===== src/rtl/vehicle_pkg.sv =====
`default_nettype none
// ============================================================================
// Module      : vehicle_pkg
// Description : Constants shared by the vehicle model stages: gear codes,
//               default brake-classification thresholds and the 1 ms tick
//               definition. The physics/RPM stage relies on the same gear
//               encoding, so the values must not change.
// Revision    : 1.0 - initial release
// ============================================================================
package vehicle_pkg;

  // Gear encoding seen on current_gear. Non-contiguous codes so that a
  // single-bit upset never lands on another legal gear.
  typedef enum logic [3:0] {
    GEAR_P = 4'd3,
    GEAR_R = 4'd6,
    GEAR_N = 4'd9,
    GEAR_D = 4'd12
  } gear_t;

  // Default brake ADC thresholds (8-bit pedal position, 0 = released).
  localparam int C_BRK_N_ON  = 30;
  localparam int C_BRK_N_OFF = 20;
  localparam int C_BRK_H_ON  = 200;
  localparam int C_BRK_H_OFF = 180;

  // The 1 ms tick is a single-cycle strobe generated once every
  // C_TICK_1MS_CYCLES system clocks by the timebase block.
  localparam int C_CLK_HZ          = 50_000_000;
  localparam int C_TICK_1MS_CYCLES = C_CLK_HZ / 1000;

endpackage
`default_nettype wire


===== src/rtl/btn_debounce.sv =====
`default_nettype none
// ============================================================================
// Module      : btn_debounce
// Description : Two-flop synchroniser, tick-based debounce counter, debounced
//               level and a one-cycle rise pulse for a raw push button.
// Ports       : clk, rst_n       - clock, asynchronous active-low reset
//               tick_1ms         - one-cycle strobe per millisecond
//               btn_raw          - asynchronous raw button level
//               level            - debounced level (registered)
//               rise             - one-cycle pulse on a 0->1 debounced edge
// Revision    : 1.0 - initial release
// ============================================================================
module btn_debounce #(
  parameter int DEB_MS = 20
) (
  input  logic clk,
  input  logic rst_n,
  input  logic tick_1ms,
  input  logic btn_raw,
  output logic level,
  output logic rise
);

  localparam int CNT_W = $clog2(DEB_MS + 1);
  // The accepting tick is the one that would bring the counter to DEB_MS.
  localparam logic [CNT_W-1:0] C_CNT_LAST = CNT_W'(DEB_MS - 1);

  logic [1:0]       r_sync;
  logic [CNT_W-1:0] r_cnt;
  logic             r_level;
  logic             r_rise;

  always_ff @(posedge clk or negedge rst_n) begin
    if (!rst_n) begin
      r_sync  <= 2'b00;
      r_cnt   <= '0;
      r_level <= 1'b0;
      r_rise  <= 1'b0;
    end else begin
      r_sync <= {r_sync[0], btn_raw};
      r_rise <= 1'b0;
      if (tick_1ms) begin
        if (r_sync[1] != r_level) begin
          if (r_cnt == C_CNT_LAST) begin
            r_level <= r_sync[1];
            r_cnt   <= '0;
            r_rise  <= r_sync[1];
          end else begin
            r_cnt <= r_cnt + 1'b1;
          end
        end else begin
          // Any tick where the level agrees restarts the qualification.
          r_cnt <= '0;
        end
      end
    end
  end

  assign level = r_level;
  assign rise  = r_rise;

endmodule
`default_nettype wire


===== src/rtl/gear_selector.sv =====
`default_nettype none
// ============================================================================
// Module      : gear_selector
// Description : Driver-input stage. Debounces the shift buttons, runs the
//               P/R/N/D gear state machine with brake/speed/engine interlocks
//               and a post-shift lockout, and classifies the brake ADC into
//               normal and hard braking with hysteresis.
// Ports       : clk, rst_n           - clock, asynchronous active-low reset
//               engine_on            - engine running
//               tick_1ms             - one-cycle strobe per millisecond
//               btn_up, btn_down     - raw shift buttons (toward P / toward D)
//               adc_brake[7:0]       - brake pedal position
//               speed[7:0]           - vehicle speed, km/h
//               current_gear[3:0]    - 3=P 6=R 9=N 12=D (registered)
//               is_brake_normal/hard - brake classification (registered)
//               gear_changed         - pulse when current_gear updates
//               shift_reject         - pulse when a request is refused
// Revision    : 1.0 - initial release
// ============================================================================
module gear_selector
  import vehicle_pkg::*;
#(
  parameter int DEB_MS     = 20,
  parameter int LOCKOUT_MS = 200,
  parameter int BRK_N_ON   = C_BRK_N_ON,
  parameter int BRK_N_OFF  = C_BRK_N_OFF,
  parameter int BRK_H_ON   = C_BRK_H_ON,
  parameter int BRK_H_OFF  = C_BRK_H_OFF
) (
  input  logic       clk,
  input  logic       rst_n,
  input  logic       engine_on,
  input  logic       tick_1ms,
  input  logic       btn_up,
  input  logic       btn_down,
  input  logic [7:0] adc_brake,
  input  logic [7:0] speed,
  output logic [3:0] current_gear,
  output logic       is_brake_normal,
  output logic       is_brake_hard,
  output logic       gear_changed,
  output logic       shift_reject
);

  localparam int LOCK_W = $clog2(LOCKOUT_MS + 1);
  localparam logic [LOCK_W-1:0] C_LOCK_LOAD = LOCK_W'(LOCKOUT_MS);

  // --------------------------------------------------------------------------
  // Button conditioning
  // --------------------------------------------------------------------------
  logic w_up_level;
  logic w_down_level;
  logic w_req_up;
  logic w_req_down;

  btn_debounce #(.DEB_MS(DEB_MS)) u_deb_up (
    .clk      (clk),
    .rst_n    (rst_n),
    .tick_1ms (tick_1ms),
    .btn_raw  (btn_up),
    .level    (w_up_level),
    .rise     (w_req_up)
  );

  btn_debounce #(.DEB_MS(DEB_MS)) u_deb_down (
    .clk      (clk),
    .rst_n    (rst_n),
    .tick_1ms (tick_1ms),
    .btn_raw  (btn_down),
    .level    (w_down_level),
    .rise     (w_req_down)
  );

  // --------------------------------------------------------------------------
  // Brake classification with hysteresis
  // --------------------------------------------------------------------------
  logic r_hard_zone;
  logic r_norm_zone;
  logic r_brake_normal;
  logic r_brake_hard;
  logic w_hard_next;
  logic w_norm_next;

  always_comb begin
    w_hard_next = r_hard_zone;
    if (adc_brake >= 8'(BRK_H_ON)) begin
      w_hard_next = 1'b1;
    end else if (adc_brake < 8'(BRK_H_OFF)) begin
      w_hard_next = 1'b0;
    end
    w_norm_next = r_norm_zone;
    if (adc_brake >= 8'(BRK_N_ON)) begin
      w_norm_next = 1'b1;
    end else if (adc_brake < 8'(BRK_N_OFF)) begin
      w_norm_next = 1'b0;
    end
  end

  // Outputs are registered from the next-zone values so the ADC-to-output
  // latency is a single clock, and hard always masks normal.
  always_ff @(posedge clk or negedge rst_n) begin
    if (!rst_n) begin
      r_hard_zone    <= 1'b0;
      r_norm_zone    <= 1'b0;
      r_brake_hard   <= 1'b0;
      r_brake_normal <= 1'b0;
    end else begin
      r_hard_zone    <= w_hard_next;
      r_norm_zone    <= w_norm_next;
      r_brake_hard   <= w_hard_next;
      r_brake_normal <= w_norm_next & ~w_hard_next;
    end
  end

  // --------------------------------------------------------------------------
  // Gear state machine and lockout
  // --------------------------------------------------------------------------
  gear_t             r_gear;
  logic [LOCK_W-1:0] r_lock;
  logic              r_gear_changed;
  logic              r_shift_reject;

  logic  w_spd0;
  logic  w_brake_ok;
  logic  w_up_ok;
  logic  w_down_ok;
  gear_t w_up_gear;
  gear_t w_down_gear;

  // Target gear and gear/speed/brake admissibility for each direction.
  // The brake term uses the registered (previous-cycle) classification.
  always_comb begin
    w_spd0      = (speed == 8'd0);
    w_brake_ok  = r_brake_normal | r_brake_hard;
    w_up_ok     = 1'b0;
    w_up_gear   = r_gear;
    w_down_ok   = 1'b0;
    w_down_gear = r_gear;
    case (r_gear)
      GEAR_P: begin
        w_down_gear = GEAR_R;
        w_down_ok   = w_brake_ok & w_spd0;
      end
      GEAR_R: begin
        w_up_gear   = GEAR_P;
        w_up_ok     = w_spd0;
        w_down_gear = GEAR_N;
        w_down_ok   = 1'b1;
      end
      GEAR_N: begin
        w_up_gear   = GEAR_R;
        w_up_ok     = w_spd0;
        w_down_gear = GEAR_D;
        w_down_ok   = 1'b1;
      end
      GEAR_D: begin
        w_up_gear   = GEAR_N;
        w_up_ok     = 1'b1;
      end
      default: begin
        w_up_ok   = 1'b0;
        w_down_ok = 1'b0;
      end
    endcase
  end

  always_ff @(posedge clk or negedge rst_n) begin
    if (!rst_n) begin
      r_gear         <= GEAR_P;
      r_lock         <= '0;
      r_gear_changed <= 1'b0;
      r_shift_reject <= 1'b0;
    end else begin
      r_gear_changed <= 1'b0;
      r_shift_reject <= 1'b0;

      if (tick_1ms && (r_lock != '0)) begin
        r_lock <= r_lock - 1'b1;
      end

      if (!engine_on) begin
        // Stationary with the engine off: park the vehicle.
        if ((r_gear != GEAR_P) && w_spd0) begin
          r_gear         <= GEAR_P;
          r_gear_changed <= 1'b1;
          r_lock         <= '0;
        end
        if (w_req_up || w_req_down) begin
          r_shift_reject <= 1'b1;
        end
      end else if (w_req_up && w_req_down) begin
        r_shift_reject <= 1'b1;
      end else if (w_req_up) begin
        // Lockout is checked on the pre-decrement value, so the cycle of the
        // final decrement still rejects.
        if ((r_lock == '0) && w_up_ok) begin
          r_gear         <= w_up_gear;
          r_gear_changed <= 1'b1;
          r_lock         <= C_LOCK_LOAD;
        end else begin
          r_shift_reject <= 1'b1;
        end
      end else if (w_req_down) begin
        if ((r_lock == '0) && w_down_ok) begin
          r_gear         <= w_down_gear;
          r_gear_changed <= 1'b1;
          r_lock         <= C_LOCK_LOAD;
        end else begin
          r_shift_reject <= 1'b1;
        end
      end
    end
  end

  assign current_gear    = r_gear;
  assign is_brake_normal = r_brake_normal;
  assign is_brake_hard   = r_brake_hard;
  assign gear_changed    = r_gear_changed;
  assign shift_reject    = r_shift_reject;

  // Debounced levels are only needed for their rise pulses here.
  logic w_unused;
  assign w_unused = w_up_level ^ w_down_level;

endmodule
`default_nettype wire


===== config.mk =====
export PLATFORM = sky130hd
export DESIGN_NAME = gear_selector
export DESIGN_NICKNAME = d
export VERILOG_FILES = /design/src/rtl/vehicle_pkg.sv /design/src/rtl/btn_debounce.sv /design/src/rtl/gear_selector.sv
export SDC_FILE = /design/constraint.sdc
export NUM_CORES = 1
export LEC_CHECK = 0
export ABC_AREA = 0
export CAP_MARGIN = 20
export CORE_ASPECT_RATIO = 0.5
export CORE_MARGIN = 2
export CORE_UTILIZATION = 40
export DETAILED_ROUTE_END_ITERATION = 6
export GPL_TIMING_DRIVEN = 0
export PLACE_DENSITY_LB_ADDON = 0.12
export REMOVE_ABC_BUFFERS = 1
export SLEW_MARGIN = 20
export SYNTH_ARGS = -nofsm -noshare
export SYNTH_HDL_FRONTEND = slang
export SYNTH_SLANG_ARGS = --single-unit

===== constraint.sdc =====
create_clock -name clk -period 2.3 [get_ports clk]
set_clock_uncertainty 0.2 [all_clocks]
set_input_delay 0.46 -clock clk [delete_from_list [all_inputs] [get_ports clk]]
set_output_delay 0.46 -clock clk [all_outputs]
set_load 0.01 [all_outputs]

==> metrics.csv, run 1 <==
metric;value;unit
status;completed;
Critical Path Source Type;input port;
effective utilization at floorplan;41.1;%
commonest non-fill, non-tap cells in the layout;33 x dfrtp_1, 20 x clkdlybuf4s50_1, 14 x nor2_1;
GR Overflow Total;0;
drt initial violations;115;
Mapped Area;0.00179;mm^2
Hold Path Class;reg -> reg;
Slew HR;56.2;%
H-tree Lvls;2;
worst skew pair latency;0.27;ns
Req. time, crit path;2.31;ns
Clock Path Buffers;2;
leading cell type in the layout, fill and taps excluded;dfrtp_1;
Setup crit end kind;register;
CTS clk-pin slew, worst paths;0.07;ns
initial antenna violation count;0;
reg2reg start;r_lock[0];
first-pass GRT wire length;5.68;mm
RSZ-0062 raised after global routing;no;
largest net degree at the start of global routing;27;
post-DP HPWL;2.46;mm
FF+latch area;878;um^2
Routed WL;3.37;mm
share of cells above drive strength 1;14.2;%
flop-to-flop setup slack;0.21;ns
die area;0.00507;mm^2
setup TNS;0;ns
Final Max Slew Viols;0;
setup violators final;0;
CTS tree;yes;
Clock Sinks;35;
vias in the first global route;1289;
Mean Syn Cell Area;10.5;um^2
drt drc;0;
multi-input combinational cell area;907;um^2
Critical Path AT;2.28;ns
row count;17;
top_reg_cell synth;dfrtp_1;
Comb pwr share;23.7;%
post-route cell area;0.00234;mm^2
fmax;0.440;GHz
Inst Count DP;254;
PwrDens;759;mW/mm^2
Worst setup endpoint;current_gear[1];
core area;0.00436;mm^2
measured slew at the worst slew-check pin;0.640;ns
crit path time final;2.27;ns
DR pass1 iterations;4;
sequential power share;49.7;%
# port buffers;28;
Max rail drop VDD;0.000299;V
power share of the clock group;26.5;%
FFs w/ async S/R, synth;100;%
crit path max fanout;7;
Unique masters post-synth;47;
yosys warns;0;
worst hold slack;0.151;ns
fill cell count;390;
Tot GR Track Use;14.2;%
sw frac;30.4;%
EDFF count, synth;0;
fin util;53.7;%
antenna-violating nets left;0;
Net Switching;0.000541;W
final net count;236;
die width;98.7;um
clk root buf;clkbuf_8;
register area share after synthesis;49.0;%
internal power;0.00124;W
P_leak;0.997;nW
Worst Setup SP;speed[6];
I/O pins;30;
DP Area;0.00215;mm^2
via count;1413;
routability-driven placement congestion ratio;0.774;
cts bufs inserted;5;
Wirelength per Cell;12.6;um
R2R depth;7;
Tcrit/Tclk final;98.7;%
kind of critical path;in -> reg;
Final Hold Fails;0;
Layout area overhead;30.6;%
worst r2r dst;current_gear[1];
register bit total from synthesis;35;
Max Cap Viol;0;
non-filler instance count after layout;268;
Mapped Cells;170;
Die Ht;51.3;um
antenna cells;0;
Via density;5.27;
-- critical path, cell delays in order --
cell             delay, ns
clkdlybuf4s50_1       0.40
or4_4                 0.45
a211o_1               0.32
buf_4                 0.16
a21oi_4               0.15
o31a_4                0.20
a2bb2oi_2             0.14
-- worst min path at each step --
stage,start,to,slack [ns],cells after the start
after detailed placement,u_deb_down.r_sync[0],u_deb_down.r_sync[1],0.14,0
after global routing,u_deb_down.r_sync[0],u_deb_down.r_sync[1],0.15,0
after floorplan,rst_n,current_gear[2],-0.04,0
final,u_deb_down.r_sync[0],u_deb_down.r_sync[1],0.15,0
after global placement,u_deb_up.r_sync[0],u_deb_up.r_sync[1],0.13,0
after CTS,u_deb_down.r_sync[0],u_deb_down.r_sync[1],0.15,0
-- power by group through the flow --
stage	sequential [W]	clock, W	combinational (W)
3_5_place_dp	0.000881	0	0.000413
2_1_floorplan	0.000852	0	0.000299
5_1_grt	0.000909	0.000518	0.000494
3_3_place_gp	0.000877	0	0.000401
4_1_cts	0.000875	0.000498	0.000422
6_report	0.000884	0.000472	0.000422
-- metal layers --
metal	routed length, um	track usage [%]
met5	0	0
met4	7	3.42
met3	171	4.92
met2	1530	22.9
met1	1660	18.6
-- logic make-up after synthesis --
kind of cell               share of synthesized area [%]
and+or+nand+nor                                     19.5
xor gates and xnor gates                            4.40
adders and majority gates                           2.79
DFF                                                 49.0
AOI/OAI and AO/OA                                   18.0
buffers and inverters                               2.72
muxes                                               3.56
-- what timing repair did --
| action | 4_1_cts | 5_1_grt |
|---|---|---|
| hold buffers | 1 | 0 |
| cloned | 0 | 0 |
| endpoints found under the setup margin | 12 | 8 |
| endpoints found under the hold margin | 9 | 0 |
| pin swaps | 11 | 4 |
| gates resized for setup | 16 | 2 |
| setup buffers | 5 | 0 |
-- Yosys cell counts, types with 2 or more instances --
cell,number,area share (%)
dfrtp_1,33,46
nor2_1,14,2.9
inv_1,11,2.3
nand2_1,11,2.3
a21oi_1,8,2.2
o21ai_0,7,2.0
o21ai_1,5,1.4
xnor2_1,5,2.4
ha_1,4,2.8
nand3_1,4,1.1
nor3b_1,4,1.7
o21a_1,4,1.7
o22ai_1,4,1.4
or3_1,4,1.4
xor2_1,4,2.0
mux2_2,3,1.9
mux2i_1,3,1.7
nor3_1,3,0.84
a211oi_1,2,0.84
clkbuf_1,2,0.42
dfstp_2,2,2.9
nand2b_1,2,0.70
nand4_1,2,0.70
nand4bb_1,2,1.3
nor2b_1,2,0.70
nor4b_1,2,0.98
o211a_1,2,1.1
or4_4,2,1.3
-- metrics by stage --
stage	total power [W]	setup WS, ns
floorplan	0.00115	0.150
global placement	0.00128	-0.665
detailed placement	0.00129	-0.707
CTS	0.00179	0.000535
global route	0.00192	0.0110
finish	0.00178	0.0292
-- flip-flops by register name, summed over array words and instances (netlist names) --
name,cells
u_deb_down.r_sync,2
r_norm_zone,1
shift_reject,1
u_deb_down.r_cnt,5
r_lock,8
gear_changed,1
u_deb_up.level,1
u_deb_up.rise,1
is_brake_normal,1
current_gear,4
u_deb_down.rise,1
u_deb_up.r_sync,2
is_brake_hard,1
u_deb_up.r_cnt,5
u_deb_down.level,1
-- final cells by class --
type	count	share of cell area, %
sequential	35	37.5
inverter	11	1.76
timing repair buffer	35	14.7
clock buffer	8	4.27
multi-input combinational	122	38.7
tap	57	3.04
Note: power is estimated with default switching activity, not from simulation.
==> run 2, diff against run 1 <==
--- a/config.mk
+++ b/config.mk
@@ -14,7 +14,6 @@
 export GPL_TIMING_DRIVEN = 0
 export PLACE_DENSITY_LB_ADDON = 0.12
 export REMOVE_ABC_BUFFERS = 1
-export SLEW_MARGIN = 20
 export SYNTH_ARGS = -nofsm -noshare
 export SYNTH_HDL_FRONTEND = slang
 export SYNTH_SLANG_ARGS = --single-unit
==> run 2 against run 1 <==
First-iteration DRC count is 34% lower. Non-clock buffer count is 2 lower. Sequential power hardly changed. Die area stayed put. Global-route usage is 0.43 points higher. Clock-buffer cell count stayed put. Sequential share of layout area is 0.49 points higher. Fmax is 0.15% higher.
==> metrics.csv, run 2 (synthesized netlist as in run 1, its figures left out) <==
metric;value;unit;change
hold buffers post-CTS;0;;-1
fin util;53.0;%;-0.69 points
Setup crit end kind;register;;
# port buffers;28;;unchanged
reg2reg start;r_lock[0];;
Die Ht;51.3;um;unchanged
fill cell count;389;;-0.26%
CP Buf/Inv Count;2;;unchanged
Wirelength per Cell;13.0;um;+3.2%
Top Family by Delay on Critical Path;compound AO/OA/AOI/OAI gates;;
DR pass1 iterations;4;;unchanged
status;completed;;
Clock Sinks;35;;unchanged
Worst setup endpoint;current_gear[1];;
crit path time final;2.27;ns;-0.00349 ns
DP Area;0.00213;mm^2;-0.93%
crit path max fanout;7;;unchanged
routability-driven placement congestion ratio;0.774;;unchanged
max reg flops;8;;unchanged
Tcrit/Tclk final;98.6;%;-0.15 points
clk root buf;clkbuf_8;;
Critical Path Source Type;input port;;
fmax;0.441;GHz;+0.15%
post-DP HPWL;2.42;mm;-1.6%
CTS tree;yes;;
GR Overflow Total;0;;unchanged
CTS clk-pin slew, worst paths;0.07;ns;about the same
PwrDens;769;mW/mm^2;+1.3%
vias in the first global route;1311;;+1.7%
post-route cell area;0.00231;mm^2;-1.3%
Critical Path AT;2.28;ns;about the same
commonest non-fill, non-tap cells in the layout;33 x dfrtp_1, 20 x clkdlybuf4s50_1, 14 x nor2_1;;
P_leak;0.983;nW;-1.4%
I/O pins;30;;unchanged
CP max stage delay;0.46;ns;about the same
RSZ-0062 raised after global routing;no;;
Via density;5.20;;-1.5%
setup TNS;0;ns;unchanged
core area;0.00436;mm^2;unchanged
Crit path depth;7;;unchanged
leading cell type in the layout, fill and taps excluded;dfrtp_1;;
Final Hold Fails;0;;unchanged
Slew HR;49.9;%;-6.3 points
drt drc;0;;unchanged
share of cells above drive strength 1;13.9;%;-0.34 points
kind of critical path;in -> reg;;
via count;1382;;-2.2%
setup violators final;0;;unchanged
Tot GR Track Use;14.6;%;+0.43 points
Req. time, crit path;2.31;ns;about the same
worst skew pair latency;0.28;ns;about the same
biggest regs;r_lock (8), u_deb_down.r_cnt (5), u_deb_up.r_cnt (5);;
H-tree Lvls;2;;unchanged
crit path cell chain;clkdlybuf4s50_1, or4_4, a211o_1, buf_4, a21oi_4, o31a_4, a2bb2oi_2;;
cts bufs inserted;5;;unchanged
die area;0.00507;mm^2;unchanged
FF+latch area;878;um^2;unchanged
antenna-violating nets left;0;;unchanged
Max Cap Viol;0;;unchanged
Final Max Slew Viols;0;;unchanged
row count;17;;unchanged
initial antenna violation count;0;;unchanged
Power Total;0.00178;W;about the same
Hold Path Class;in -> async;;
Max rail drop VDD;0.000374;V;+25%
largest net degree at the start of global routing;36;;+33%
Worst Setup SP;speed[5];;
worst r2r dst;current_gear[1];;
CP max stage cell;or4_4;;
measured slew at the worst slew-check pin;0.751;ns;+0.111 ns
Top reg by flops;r_lock;;
Layout area overhead;29.0;%;
first-pass GRT wire length;5.84;mm;+2.9%
die width;98.7;um;unchanged
Routed WL;3.45;mm;+2.4%
flop-to-flop setup slack;0.21;ns;about the same
antenna cells;0;;unchanged
effective utilization at floorplan;41.1;%;unchanged
R2R depth;7;;unchanged
drt initial violations;76;;-34%
Clock Path Buffers;2;;unchanged
multi-input combinational cell area;907;um^2;unchanged
final net count;234;;-0.85%
==> run 2: changes by cell type in the layout (fill, tap and decap cells not counted), sizes merged <==
cell / before / now
dlygate4sd3: 1 / 0
buf: 7 / 6
==> run 2: through the flow <==
stage / instances / hold slack, ns / setup slack (ns)
after floorplan: 168 / -0.0356 / 0.150
after global placement: 253 / 0.133 / -0.665
after detailed placement: 253 / 0.136 / -0.695
after CTS: 266 / 0.0815 / 0.000466
after global routing: 266 / 0.109 / 0.00454
final: 266 / 0.0483 / 0.0327
==> run 2: metal layers <==
layer	GRT usage (%)	share of wire, %	routed length (um)	vias up
met1	18.7	49	1690	665
li1	-	-	-	693
met5	0	0	0	-
met2	24.4	46	1590	20
met4	3.42	0.46	16	0
met3	4.92	4.6	159	4
==> run 2: worst min-delay path by stage <==
stage                             from            endpoint  cells after the start
finish                           rst_n  u_deb_up.r_sync[0]                      1
global route                     rst_n   u_deb_up.r_cnt[0]                      1
CTS                              rst_n   u_deb_up.r_cnt[1]                      1
detailed placement  u_deb_up.r_sync[0]  u_deb_up.r_sync[1]                      0
global placement    u_deb_up.r_sync[0]  u_deb_up.r_sync[1]                      0
floorplan                        rst_n     current_gear[2]                      0
==> run 2: area by class of cell <==
type,count,area share (%)
Sequential cell,35,38.0
Multi-Input combinational cell,122,39.2
Inverter,11,1.79
Tap cell,57,3.08
Timing Repair Buffer,33,13.6
Clock buffer,8,4.33
==> run 2: what timing repair did <==
action                                  in CTS  in global routing
endpoints found under the setup margin      12                  8
buffers inserted                             5                  0
gates resized for setup                     16                  2
pin swaps                                   11                  4
==> run 2: worst register-to-register path: stages, from the launching register on <==
cell and delay (ns):
dfrtp_1 0.38, inv_1 0.11, ha_1 0.20, nor4b_4 0.31, and4b_1 0.37, or2_1 0.15
o31a_4 0.18, a2bb2oi_2 0.13
==> run 2: where the power goes <==
part | switching (W) | total (W) | internal [W]
Combinational | 0.000203 | 0.000420 | 0.000217
Clock | 0.000200 | 0.000473 | 0.000273
Sequential | 0.000143 | 0.000886 | 0.000743
